--- src/rtl/uart_fifo_pkg.sv ---
// Shared constants and helpers for the UART stream FIFO slice.
package uart_fifo_pkg;

  localparam int unsigned DEF_WIDTH = 8;
  localparam int unsigned DEF_DEPTH = 16;

  // Read-mode encodings for the FWFT parameter
  localparam int unsigned MODE_REG  = 0;
  localparam int unsigned MODE_FWFT = 1;

  // Count width able to hold 0..depth inclusive
  function automatic int unsigned cw_of(input int unsigned depth);
    return $clog2(depth) + 1;
  endfunction

endpackage

--- src/rtl/uart_stream_fifo_if.sv ---
// Handshake, status and diagnostic bundle for uart_stream_fifo.
interface uart_stream_fifo_if #(
  parameter int unsigned WIDTH = uart_fifo_pkg::DEF_WIDTH,
  parameter int unsigned CW    = uart_fifo_pkg::cw_of(uart_fifo_pkg::DEF_DEPTH)
);

  logic             flush;
  logic             wr_en;
  logic [WIDTH-1:0] wr_data;
  logic             rd_en;
  logic [WIDTH-1:0] rd_data;
  logic             rd_valid;
  logic             full;
  logic             empty;
  logic             almost_full;
  logic             almost_empty;
  logic [CW-1:0]    af_thresh;
  logic [CW-1:0]    ae_thresh;
  logic [CW-1:0]    fill_count;
  logic [CW-1:0]    max_fill;
  logic             overflow;
  logic             underflow;
  logic             err_clr;

  modport master (
    output flush, wr_en, wr_data, rd_en, af_thresh, ae_thresh, err_clr,
    input  rd_data, rd_valid, full, empty, almost_full, almost_empty,
           fill_count, max_fill, overflow, underflow
  );

  modport slave (
    input  flush, wr_en, wr_data, rd_en, af_thresh, ae_thresh, err_clr,
    output rd_data, rd_valid, full, empty, almost_full, almost_empty,
           fill_count, max_fill, overflow, underflow
  );

endinterface

--- src/rtl/uart_stream_fifo_dpram.sv ---
// Simple dual-port storage: synchronous write, registered or combinational read.
module fifo_dpram
  import uart_fifo_pkg::*;
#(
  parameter int unsigned WIDTH = DEF_WIDTH,
  parameter int unsigned DEPTH = DEF_DEPTH,
  parameter int unsigned FWFT  = MODE_REG,
  localparam int unsigned AW   = $clog2(DEPTH)
) (
  input  logic             clk,
  input  logic             rst,
  input  logic             i_wr_en,
  input  logic [AW-1:0]    i_wr_addr,
  input  logic [WIDTH-1:0] i_wr_data,
  input  logic             i_rd_en,
  input  logic [AW-1:0]    i_rd_addr,
  output logic [WIDTH-1:0] o_rd_data
);

  logic [WIDTH-1:0] r_mem [DEPTH];

  // Storage is not reset; only the read register is
  always_ff @(posedge clk) begin
    if (i_wr_en) begin
      r_mem[i_wr_addr] <= i_wr_data;
    end
  end

  generate
    if (FWFT == MODE_FWFT) begin : g_fwft
      assign o_rd_data = r_mem[i_rd_addr];
    end else begin : g_reg
      logic [WIDTH-1:0] r_rd_data;

      // Holds last popped word between reads
      always_ff @(posedge clk or posedge rst) begin
        if (rst) begin
          r_rd_data <= '0;
        end else if (i_rd_en) begin
          r_rd_data <= r_mem[i_rd_addr];
        end
      end

      assign o_rd_data = r_rd_data;
    end
  endgenerate

endmodule

--- src/rtl/uart_stream_fifo.sv ---
// Parametrised byte FIFO for the UART datapath with programmable almost flags,
// flush, sticky error flags and a high-water-mark counter.
module uart_stream_fifo
  import uart_fifo_pkg::*;
#(
  parameter int unsigned WIDTH = DEF_WIDTH,
  parameter int unsigned DEPTH = DEF_DEPTH,
  parameter int unsigned FWFT  = MODE_REG,
  parameter int unsigned CW    = cw_of(DEPTH)
) (
  input  logic           clk,
  input  logic           rst,
  uart_stream_fifo_if.slave bus
);

  localparam int unsigned   AW      = $clog2(DEPTH);
  localparam logic [CW-1:0] DEPTH_C = CW'(DEPTH);

  logic [AW-1:0]    r_wr_ptr, r_rd_ptr, w_wr_ptr_nxt, w_rd_ptr_nxt;
  logic [CW-1:0]    r_fill, r_max, w_fill_nxt, w_max_nxt;
  logic             r_ovf, r_unf, w_ovf_nxt, w_unf_nxt;
  logic             w_full, w_empty, w_wr_fire, w_rd_fire;
  logic [WIDTH-1:0] w_rd_data;

  // Flags are pure compares of the registered count so they never lag it
  assign w_full    = (r_fill == DEPTH_C);
  assign w_empty   = (r_fill == '0);
  assign w_wr_fire = bus.wr_en & ~w_full  & ~bus.flush;
  assign w_rd_fire = bus.rd_en & ~w_empty & ~bus.flush;

  always_comb begin
    w_wr_ptr_nxt = r_wr_ptr;
    w_rd_ptr_nxt = r_rd_ptr;
    w_fill_nxt   = r_fill;
    w_max_nxt    = r_max;
    w_ovf_nxt    = r_ovf;
    w_unf_nxt    = r_unf;

    if (bus.flush) begin
      w_wr_ptr_nxt = '0;
      w_rd_ptr_nxt = '0;
      w_fill_nxt   = '0;
    end else begin
      if (w_wr_fire) w_wr_ptr_nxt = r_wr_ptr + AW'(1);
      if (w_rd_fire) w_rd_ptr_nxt = r_rd_ptr + AW'(1);
      case ({w_wr_fire, w_rd_fire})
        2'b10:   w_fill_nxt = r_fill + CW'(1);
        2'b01:   w_fill_nxt = r_fill - CW'(1);
        default: w_fill_nxt = r_fill;
      endcase
    end

    // Error clear yields to a same-cycle set condition
    w_ovf_nxt = (bus.wr_en & w_full  & ~bus.flush) | (r_ovf & ~bus.err_clr);
    w_unf_nxt = (bus.rd_en & w_empty & ~bus.flush) | (r_unf & ~bus.err_clr);

    if (bus.err_clr || (w_fill_nxt > r_max)) begin
      w_max_nxt = w_fill_nxt;
    end
  end

  always_ff @(posedge clk or posedge rst) begin
    if (rst) begin
      r_wr_ptr <= '0;
      r_rd_ptr <= '0;
      r_fill   <= '0;
      r_max    <= '0;
      r_ovf    <= 1'b0;
      r_unf    <= 1'b0;
    end else begin
      r_wr_ptr <= w_wr_ptr_nxt;
      r_rd_ptr <= w_rd_ptr_nxt;
      r_fill   <= w_fill_nxt;
      r_max    <= w_max_nxt;
      r_ovf    <= w_ovf_nxt;
      r_unf    <= w_unf_nxt;
    end
  end

  fifo_dpram #(
    .WIDTH (WIDTH),
    .DEPTH (DEPTH),
    .FWFT  (FWFT)
  ) u_mem (
    .clk       (clk),
    .rst       (rst),
    .i_wr_en   (w_wr_fire),
    .i_wr_addr (r_wr_ptr),
    .i_wr_data (bus.wr_data),
    .i_rd_en   (w_rd_fire),
    .i_rd_addr (r_rd_ptr),
    .o_rd_data (w_rd_data)
  );

  generate
    if (FWFT == MODE_FWFT) begin : g_valid_fwft
      assign bus.rd_valid = ~w_empty;
    end else begin : g_valid_reg
      logic r_rd_valid;

      // One-cycle pulse tracking the registered read data
      always_ff @(posedge clk or posedge rst) begin
        if (rst) begin
          r_rd_valid <= 1'b0;
        end else begin
          r_rd_valid <= w_rd_fire;
        end
      end

      assign bus.rd_valid = r_rd_valid;
    end
  endgenerate

  assign bus.rd_data      = w_rd_data;
  assign bus.full         = w_full;
  assign bus.empty        = w_empty;
  assign bus.almost_full  = (r_fill >= bus.af_thresh);
  assign bus.almost_empty = (r_fill <= bus.ae_thresh);
  assign bus.fill_count   = r_fill;
  assign bus.max_fill     = r_max;
  assign bus.overflow     = r_ovf;
  assign bus.underflow    = r_unf;

endmodule

--- src/flat_wrapper.sv ---
// flat-port wrapper written by rule: the top's interface ports become plain ports
module uart_stream_fifo_flat import uart_fifo_pkg::*;
#(
  parameter int unsigned WIDTH = DEF_WIDTH,
  parameter int unsigned DEPTH = DEF_DEPTH,
  parameter int unsigned FWFT  = MODE_REG,
  parameter int unsigned CW    = cw_of(DEPTH)
)
  (clk, rst, bus_flush, bus_wr_en, bus_wr_data, bus_rd_en, bus_af_thresh, bus_ae_thresh, bus_err_clr, bus_rd_data, bus_rd_valid, bus_full, bus_empty, bus_almost_full, bus_almost_empty, bus_fill_count, bus_max_fill, bus_overflow, bus_underflow);
  uart_stream_fifo_if #(.WIDTH(WIDTH), .CW(CW)) bus_i ();
  input  logic clk;
  input  logic rst;
  input wire logic [$bits(bus_i.flush)-1:0] bus_flush;
  input wire logic [$bits(bus_i.wr_en)-1:0] bus_wr_en;
  input wire logic [$bits(bus_i.wr_data)-1:0] bus_wr_data;
  input wire logic [$bits(bus_i.rd_en)-1:0] bus_rd_en;
  input wire logic [$bits(bus_i.af_thresh)-1:0] bus_af_thresh;
  input wire logic [$bits(bus_i.ae_thresh)-1:0] bus_ae_thresh;
  input wire logic [$bits(bus_i.err_clr)-1:0] bus_err_clr;
  output wire logic [$bits(bus_i.rd_data)-1:0] bus_rd_data;
  output wire logic [$bits(bus_i.rd_valid)-1:0] bus_rd_valid;
  output wire logic [$bits(bus_i.full)-1:0] bus_full;
  output wire logic [$bits(bus_i.empty)-1:0] bus_empty;
  output wire logic [$bits(bus_i.almost_full)-1:0] bus_almost_full;
  output wire logic [$bits(bus_i.almost_empty)-1:0] bus_almost_empty;
  output wire logic [$bits(bus_i.fill_count)-1:0] bus_fill_count;
  output wire logic [$bits(bus_i.max_fill)-1:0] bus_max_fill;
  output wire logic [$bits(bus_i.overflow)-1:0] bus_overflow;
  output wire logic [$bits(bus_i.underflow)-1:0] bus_underflow;
  assign bus_i.flush = bus_flush;
  assign bus_i.wr_en = bus_wr_en;
  assign bus_i.wr_data = bus_wr_data;
  assign bus_i.rd_en = bus_rd_en;
  assign bus_i.af_thresh = bus_af_thresh;
  assign bus_i.ae_thresh = bus_ae_thresh;
  assign bus_i.err_clr = bus_err_clr;
  assign bus_rd_data = bus_i.rd_data;
  assign bus_rd_valid = bus_i.rd_valid;
  assign bus_full = bus_i.full;
  assign bus_empty = bus_i.empty;
  assign bus_almost_full = bus_i.almost_full;
  assign bus_almost_empty = bus_i.almost_empty;
  assign bus_fill_count = bus_i.fill_count;
  assign bus_max_fill = bus_i.max_fill;
  assign bus_overflow = bus_i.overflow;
  assign bus_underflow = bus_i.underflow;
  uart_stream_fifo #(.WIDTH(WIDTH), .DEPTH(DEPTH), .FWFT(FWFT), .CW(CW)) u_core (.clk(clk), .rst(rst), .bus(bus_i));
endmodule
--- config.mk ---
export PLATFORM = sky130hd
export DESIGN_NAME = uart_stream_fifo_flat
export DESIGN_NICKNAME = d
export VERILOG_FILES = /design/src/rtl/uart_fifo_pkg.sv /design/src/rtl/uart_stream_fifo_if.sv /design/src/rtl/uart_stream_fifo_dpram.sv /design/src/rtl/uart_stream_fifo.sv /design/src/flat_wrapper.sv
export SDC_FILE = /design/constraint.sdc
export NUM_CORES = 1
export LEC_CHECK = 0
export CAP_MARGIN = 15
export CORE_UTILIZATION = 53
export CTS_CLUSTER_DIAMETER = 80
export DETAILED_ROUTE_END_ITERATION = 10
export PLACE_DENSITY = 0.84
export RECOVER_POWER = 25
export SKIP_LAST_GASP = 1
export SLEW_MARGIN = 20
export SYNTH_ARGS = -nofsm -noshare
export SYNTH_HDL_FRONTEND = slang
export SYNTH_SLANG_ARGS = --single-unit
--- constraint.sdc ---
create_clock -name clk -period 3.8 [get_ports clk]
set_input_delay 0.76 -clock clk [delete_from_list [all_inputs] [get_ports clk]]
set_output_delay 0.76 -clock clk [all_outputs]
set_load 0.01 [all_outputs]
# == After elaboration in Yosys (flattened, before gate mapping) ==
# Memories as Yosys holds them, arrays and structs flattened. A register that Yosys moved wholly into a read port is not among the register bits.
# Index checks and enable logic that the tools add are counted.
# op_classes
n_addsub,4
n_lt_le_gt_ge,3
n_eq_ne,3
muxes,8
bitwise,16
n_reduce_logical,4
# ops
operator,count
two-way mux 4 bit,4
bitwise AND 1 bit,10
case mux 5 bit (2 select lines),1
adder 4 x 1 -> 4 bit (second input constant),2
adder 5 x 1 -> 5 bit (second input constant),1
== test 5 bit (second input constant),1
>= comparator 5 bit,1
greater-than comparator 5 bit,1
<= comparator 5 bit,1
logical NOT 5 bit,1
two-way mux 5 bit,1
subtractor 5 x 1 -> 5 bit (second input constant),1
NOT 1 bit,4
nonzero test 2 bit,2
== test 2 x 1 -> 1 bit (second input constant),1
== test 2 bit (second input constant),1
two-way mux 1 bit,2
OR 1 bit,2
logical OR 1 bit,1
# word_totals
ff_bits,21
ram_bits,128
in_bits,24
out_inout_bits,25
wordCells,46
n_memories,1
# mem_list
memory,words,word_bits,rd,rd_ports_with_merged_regs,wr,line,rtl
u_core.u_mem.r_mem,16,8,1,1,1,uart_stream_fifo_dpram.sv:20,logic [WIDTH-1:0] r_mem [DEPTH];

# == Depth between registers and ports, before layout ==
# logic_depth
word_depth,9
mapped_depth,17
ltp_nobuf,16

# == By module ==
# From an unflattened synthesis, not the netlist that was laid out.
# unflattened
hier_cells,414
hier_area_um2,6890.4
# by_module_without_submodules
mod,n_inst,cells_each,area_each_um2,seq_area_each_um2
fifo_dpram,1,241,5335.1,4043.9
uart_stream_fifo,1,173,1555.2,525.5

# == Worst setup path after synthesis ==
# No wires, ideal clock.
# synth_path
kind,flip-flop to flip-flop
startpoint,"reg u_core.r_fill[2], in the netlist u_core.bus.fill_count[2]"
endpoint,"reg u_core.r_max[1], in the netlist u_core.bus.max_fill[1]"
setup_ns,0.125
t_arrival_ns,3.804
t_required_ns,3.675
setup_slack_ns,-0.128
stages_incl_launch_ff,17
n_path_buf,1
synth_period_minus_slack_ns,3.928
path_cell_list,dfrtp_1 -> buf_2 -> nor4_1 -> nand2b_1 -> inv_1 -> nor2_1 -> ha_1 -> o31a_1 -> a21oi_1 -> mux2_2 -> a211oi_1 -> nor3_1 -> ha_1 -> nand4_1 -> a21o_1 -> nor2_1 -> mux2_2
# synth_between
elab_chain_cells,9
elab_cells_between_ends,16
cone_classes,add/sub (2); order compare (1); eq/ne (3); mux (2); bitwise (6); reduce/logical (2)
# synth_lines
element,line,rtl
"start, declared",uart_stream_fifo.sv:20,"logic [CW-1:0] r_fill, r_max, w_fill_nxt, w_max_nxt;"
"start signal, assigned",uart_stream_fifo.sv:73,r_fill <= w_fill_nxt;
logical NOT 5 bit *,uart_stream_fifo.sv:27,assign w_empty = (r_fill == '0);
via bus_empty,flat_wrapper.sv:23,output wire logic [$bits(bus_i.empty)-1:0] bus_empty;
NOT 1 bit *,uart_stream_fifo.sv:29,assign w_rd_fire = bus.rd_en & ~w_empty & ~bus.flush;
bitwise AND 1 bit * (2 in series),uart_stream_fifo.sv:29,
== test 2 x 1 -> 1 bit or == test 2 bit (tied branches),uart_stream_fifo.sv:46,"case ({w_wr_fire, w_rd_fire})"
case mux 5 bit (2 select lines) *,uart_stream_fifo.sv:46,
two-way mux 5 bit *,uart_stream_fifo.sv:39,if (bus.flush) begin
via u_core.w_fill_nxt[4],uart_stream_fifo.sv:20,
greater-than comparator 5 bit *,uart_stream_fifo.sv:57,if (bus.err_clr || (w_fill_nxt > r_max)) begin
logical OR 1 bit *,uart_stream_fifo.sv:57,
"end signal, assigned",uart_stream_fifo.sv:74,r_max <= w_max_nxt;
"end, declared",uart_stream_fifo.sv:20,
# The timed path passes the listed nets; every way through them passes the cells marked *.
# A chain may end at the register's enable or synchronous reset.

# == Worst setup path after layout ==
# layout_path
startpoint,"reg u_core.r_fill[2], in the netlist u_core.bus.fill_count[2]"
endpoint,"reg u_core.r_max[2], in the netlist u_core.bus.max_fill[2]"
# layout_between
elab_chain_cells,9
elab_cells_between_ends,16
cone_classes,add/sub (2); order compare (1); eq/ne (3); mux (2); bitwise (6); reduce/logical (2)
# layout_lines
element,line
== test 5 bit or logical NOT 5 bit (tied branches),"uart_stream_fifo.sv:26, uart_stream_fifo.sv:27"
"NOT 1 bit, on equally long branches","uart_stream_fifo.sv:28, uart_stream_fifo.sv:29"
"bitwise AND 1 bit, on equally long branches (2 in series)","uart_stream_fifo.sv:28, uart_stream_fifo.sv:29"
== test 2 x 1 -> 1 bit or == test 2 bit (tied branches),uart_stream_fifo.sv:46
case mux 5 bit (2 select lines) *,uart_stream_fifo.sv:46
two-way mux 5 bit *,uart_stream_fifo.sv:39
via u_core.w_fill_nxt[2],uart_stream_fifo.sv:20
greater-than comparator 5 bit,uart_stream_fifo.sv:57
logical OR 1 bit,uart_stream_fifo.sv:57
# Marked as above.

==> reports/qor.txt <==
clock slew at reported path FFs = 0.06 ns
CP required = 4.10 ns
Final Hold Viols = 0
switching part of the total power = 29.6%
cell-internal power = 0.00392 W
count leader, synth = edfxtp_1
Placed Area = 7880 sq um
global-route wire length before repair = 23.3 mm
Seq pwr share = 38.1%
Root Driver = clkbuf_16
Rel. slew slack = 39.5%
crit-path max FO = 4
Ant. Diodes = 0
clock group share of total power = 30.4%
setup TNS = 0 ns
number of synthesized flops with an enable pin = 128
Peak Freq = 266 MHz
Max H-tree Level = 4
Hold Crit Class = flop to flop
TritonCTS Sinks = 157
Die Height = 117 um
Synth top cells by count = 128 x edfxtp_1, 29 x dfrtp_1, 27 x nor2_1, 23 x inv_1, 22 x ha_1
die area = 13700 sq um
Final GP Congestion = 0.885
total gr overflow = 0
final instance area = 8600 sq um
pin count of the biggest net entering global routing = 36
core area = 12800 sq um
Initial Util = 54.8%
CP endpoint = u_core.bus.max_fill[2]
post-synthesis cell area = 7000 sq um
register-to-register setup slack = 0.05 ns
nets@finish = 544
Post-route DRC = 0
top cell type by total area after synthesis = edfxtp_1
Worst VDD drop = 0.503 mV
Yosys cell types = 53
gr usage total = 24.5%
number of global-route vias before repair = 4019
DR pass1 iterations = 5
CP Launch Point = u_core.bus.fill_count[2]
R2R cell count = 14
cts bufs inserted = 17
Synth-to-Final Area Change = 22.8%
Top Ports = 49
dpl cells = 647
final worst-path cycle share = 98.8%
max cap viols = 0
Crit Path Category = flop to flop
Max Transition Viols Final = 0
Reg2Reg Launch Point = u_core.bus.fill_count[2]
Syn Nets = 450
Vias/cell = 5.87
warnings from Yosys = 0
Critical Path Start Type = flop
Tmin final = 3.75 ns
DR vias = 4011
clock skew = 0.0109 ns
power consumption = 0.00557 W
Power Dens Cells = 647 nW/um^2
Synth Instances = 404
Comb pwr share = 31.5%
Crit. End Element = flop
clock tree buffer depth = 2
Post-synth ARST share = 18.5%
Hold Slack = 0.520 ns
RSZ-0062 raised after global routing = yes
die width = 117 um
top cells by area in the synthesized netlist = edfxtp_1 55%, dfrtp_1 10%, mux4_1 7.9%
Layout Cells excl Fill = 683
top_reg_cell synth = edfxtp_1
CTS tree = yes
Routed Antenna Nets = 0
switching power = 0.00165 W
clk_lat worst skew = 0.43 ns
sequential-to-total area share from yosys stat = 65.3%
Post-Syn Area per Cell = 17.3 sq um
static leakage = 3.15 nW
Hold-fix buffers, CTS = 0
Arrival @ worst endpoint = 4.06 ns
Synth Register Bits = 157
layout cells sized above 1 = 26.2%
post-synth top area share = 54.9%
Rows = 41
routed len/inst = 22.7 um
port bufs = 48
DRT iter0 DRCs = 406
endpoints failing setup = 0
Final HPWL DP = 9.61 mm
initial antenna violation count = 0
worst slew pin tran = 0.904 ns
WL final = 15.5 mm
status = completed
RR Endpoint = u_core.bus.max_fill[2]
[metrics by stage]
stage	util, %	setup WS, ns
floorplan	-	0.00122
global placement	61.7	-0.425
detailed placement	61.7	-0.506
CTS	66.7	0.00388
global route	67.3	-0.0430
finish	67.3	0.0474
[critical path: stages, from the launching register on]
cell and delay [ns]:
dfrtp_2 0.44, or4_4 0.58, mux2i_4 0.21, xor2_1 0.16, ha_2 0.20, a21oi_2 0.15, xor2_2 0.10, or3_1 0.39
a21oi_2 0.17, ha_1 0.17, and2_4 0.15, nand4_1 0.11, a21o_1 0.26, o221a_2 0.31, a211o_1 0.23
[worst min path at each step]
stage	from	endpoint	slack [ns]	depth (start not counted)
after global routing	u_core.u_mem.o_rd_data[2]	u_core.u_mem.o_rd_data[2]	0.53	1
after detailed placement	u_core.u_mem.o_rd_data[4]	u_core.u_mem.o_rd_data[4]	0.50	1
after floorplan	u_core.bus.max_fill[3]	u_core.bus.max_fill[3]	0.54	1
after CTS	u_core.u_mem.o_rd_data[3]	u_core.u_mem.o_rd_data[3]	0.52	1
after global placement	u_core.u_mem.o_rd_data[7]	u_core.u_mem.o_rd_data[7]	0.49	1
final	u_core.u_mem.o_rd_data[3]	u_core.u_mem.o_rd_data[3]	0.52	1
[cells by family (layout without fill, tap and decap cells)]
kind of cell | after synthesis | in the layout | synth area share, %
simple gates | 79 | 79 | 5.67
buf+inv | 41 | 148 | 3.47
mux | 53 | 53 | 16.3
fa+ha+maj | 22 | 22 | 3.93
xor+xnor | 8 | 8 | 1.11
compound gates | 44 | 44 | 4.24
flops | 157 | 157 | 65.3
[flip-flops by register name (all words and copies together) (netlist names)]
| register | count |
|---|---|
| u_core.u_mem.r_mem | 128 |
| u_core.u_mem.o_rd_data | 8 |
| u_core.bus.fill_count | 5 |
| u_core.bus.max_fill | 5 |
| u_core.r_rd_ptr | 4 |
| u_core.r_wr_ptr | 4 |
| u_core.bus.overflow | 1 |
| u_core.bus.rd_valid | 1 |
| u_core.bus.underflow | 1 |
[cell usage in the layout (no fill, tap or decap), types with 6 or more instances in the layout]
cell,netlist,layout
nand2_1,12,12
clkdlybuf4s50_1,0,44
dfrtp_1,29,26
ha_1,22,20
mux4_1,21,21
a21o_1,7,7
xor2_1,6,6
edfxtp_1,128,128
a21oi_1,11,6
inv_1,23,23
buf_4,3,45
o21ai_0,7,6
nand3_1,9,9
nor2_1,27,26
clkbuf_16,0,17
mux2_2,8,7
mux4_2,19,19
[power by group through the flow]
| stage | Combinational (W) | Sequential [W] | Clock [W] |
|---|---|---|---|
| after floorplan | 0.000999 | 0.00213 | 0 |
| after CTS | 0.00168 | 0.00211 | 0.00171 |
| final | 0.00175 | 0.00212 | 0.00169 |
| after detailed placement | 0.00159 | 0.00214 | 0 |
| after global placement | 0.00155 | 0.00214 | 0 |
| after global routing | 0.00188 | 0.00214 | 0.00177 |
[area by class of cell]
class | instances | area (sq um)
clock buffers | 18 | 429
clock inverters | 14 | 164
fillers | 790 | 4180
inverters | 23 | 86.3
multi-input cells | 206 | 2300
flip-flops and latches | 157 | 4570
well taps | 172 | 215
repair buffers | 93 | 826
[what timing repair did]
item / 4_1_cts / 5_1_grt
setup buffers: 1 / 3
pin swaps: 8 / 15
resized for setup: 10 / 14
endpoints found under the setup margin: 3 / 4
[metal layers]
layer / part of all wire [%] / track usage [%] / up-vias
met2: 52 / 42.8 / 193
met5: 0 / 0 / -
met3: 5.9 / 5.25 / 41
met1: 40 / 30.4 / 2000
li1: - / - / 1777
met4: 2.5 / 8.86 / 0
Note: power is estimated with default switching activity, not from simulation.
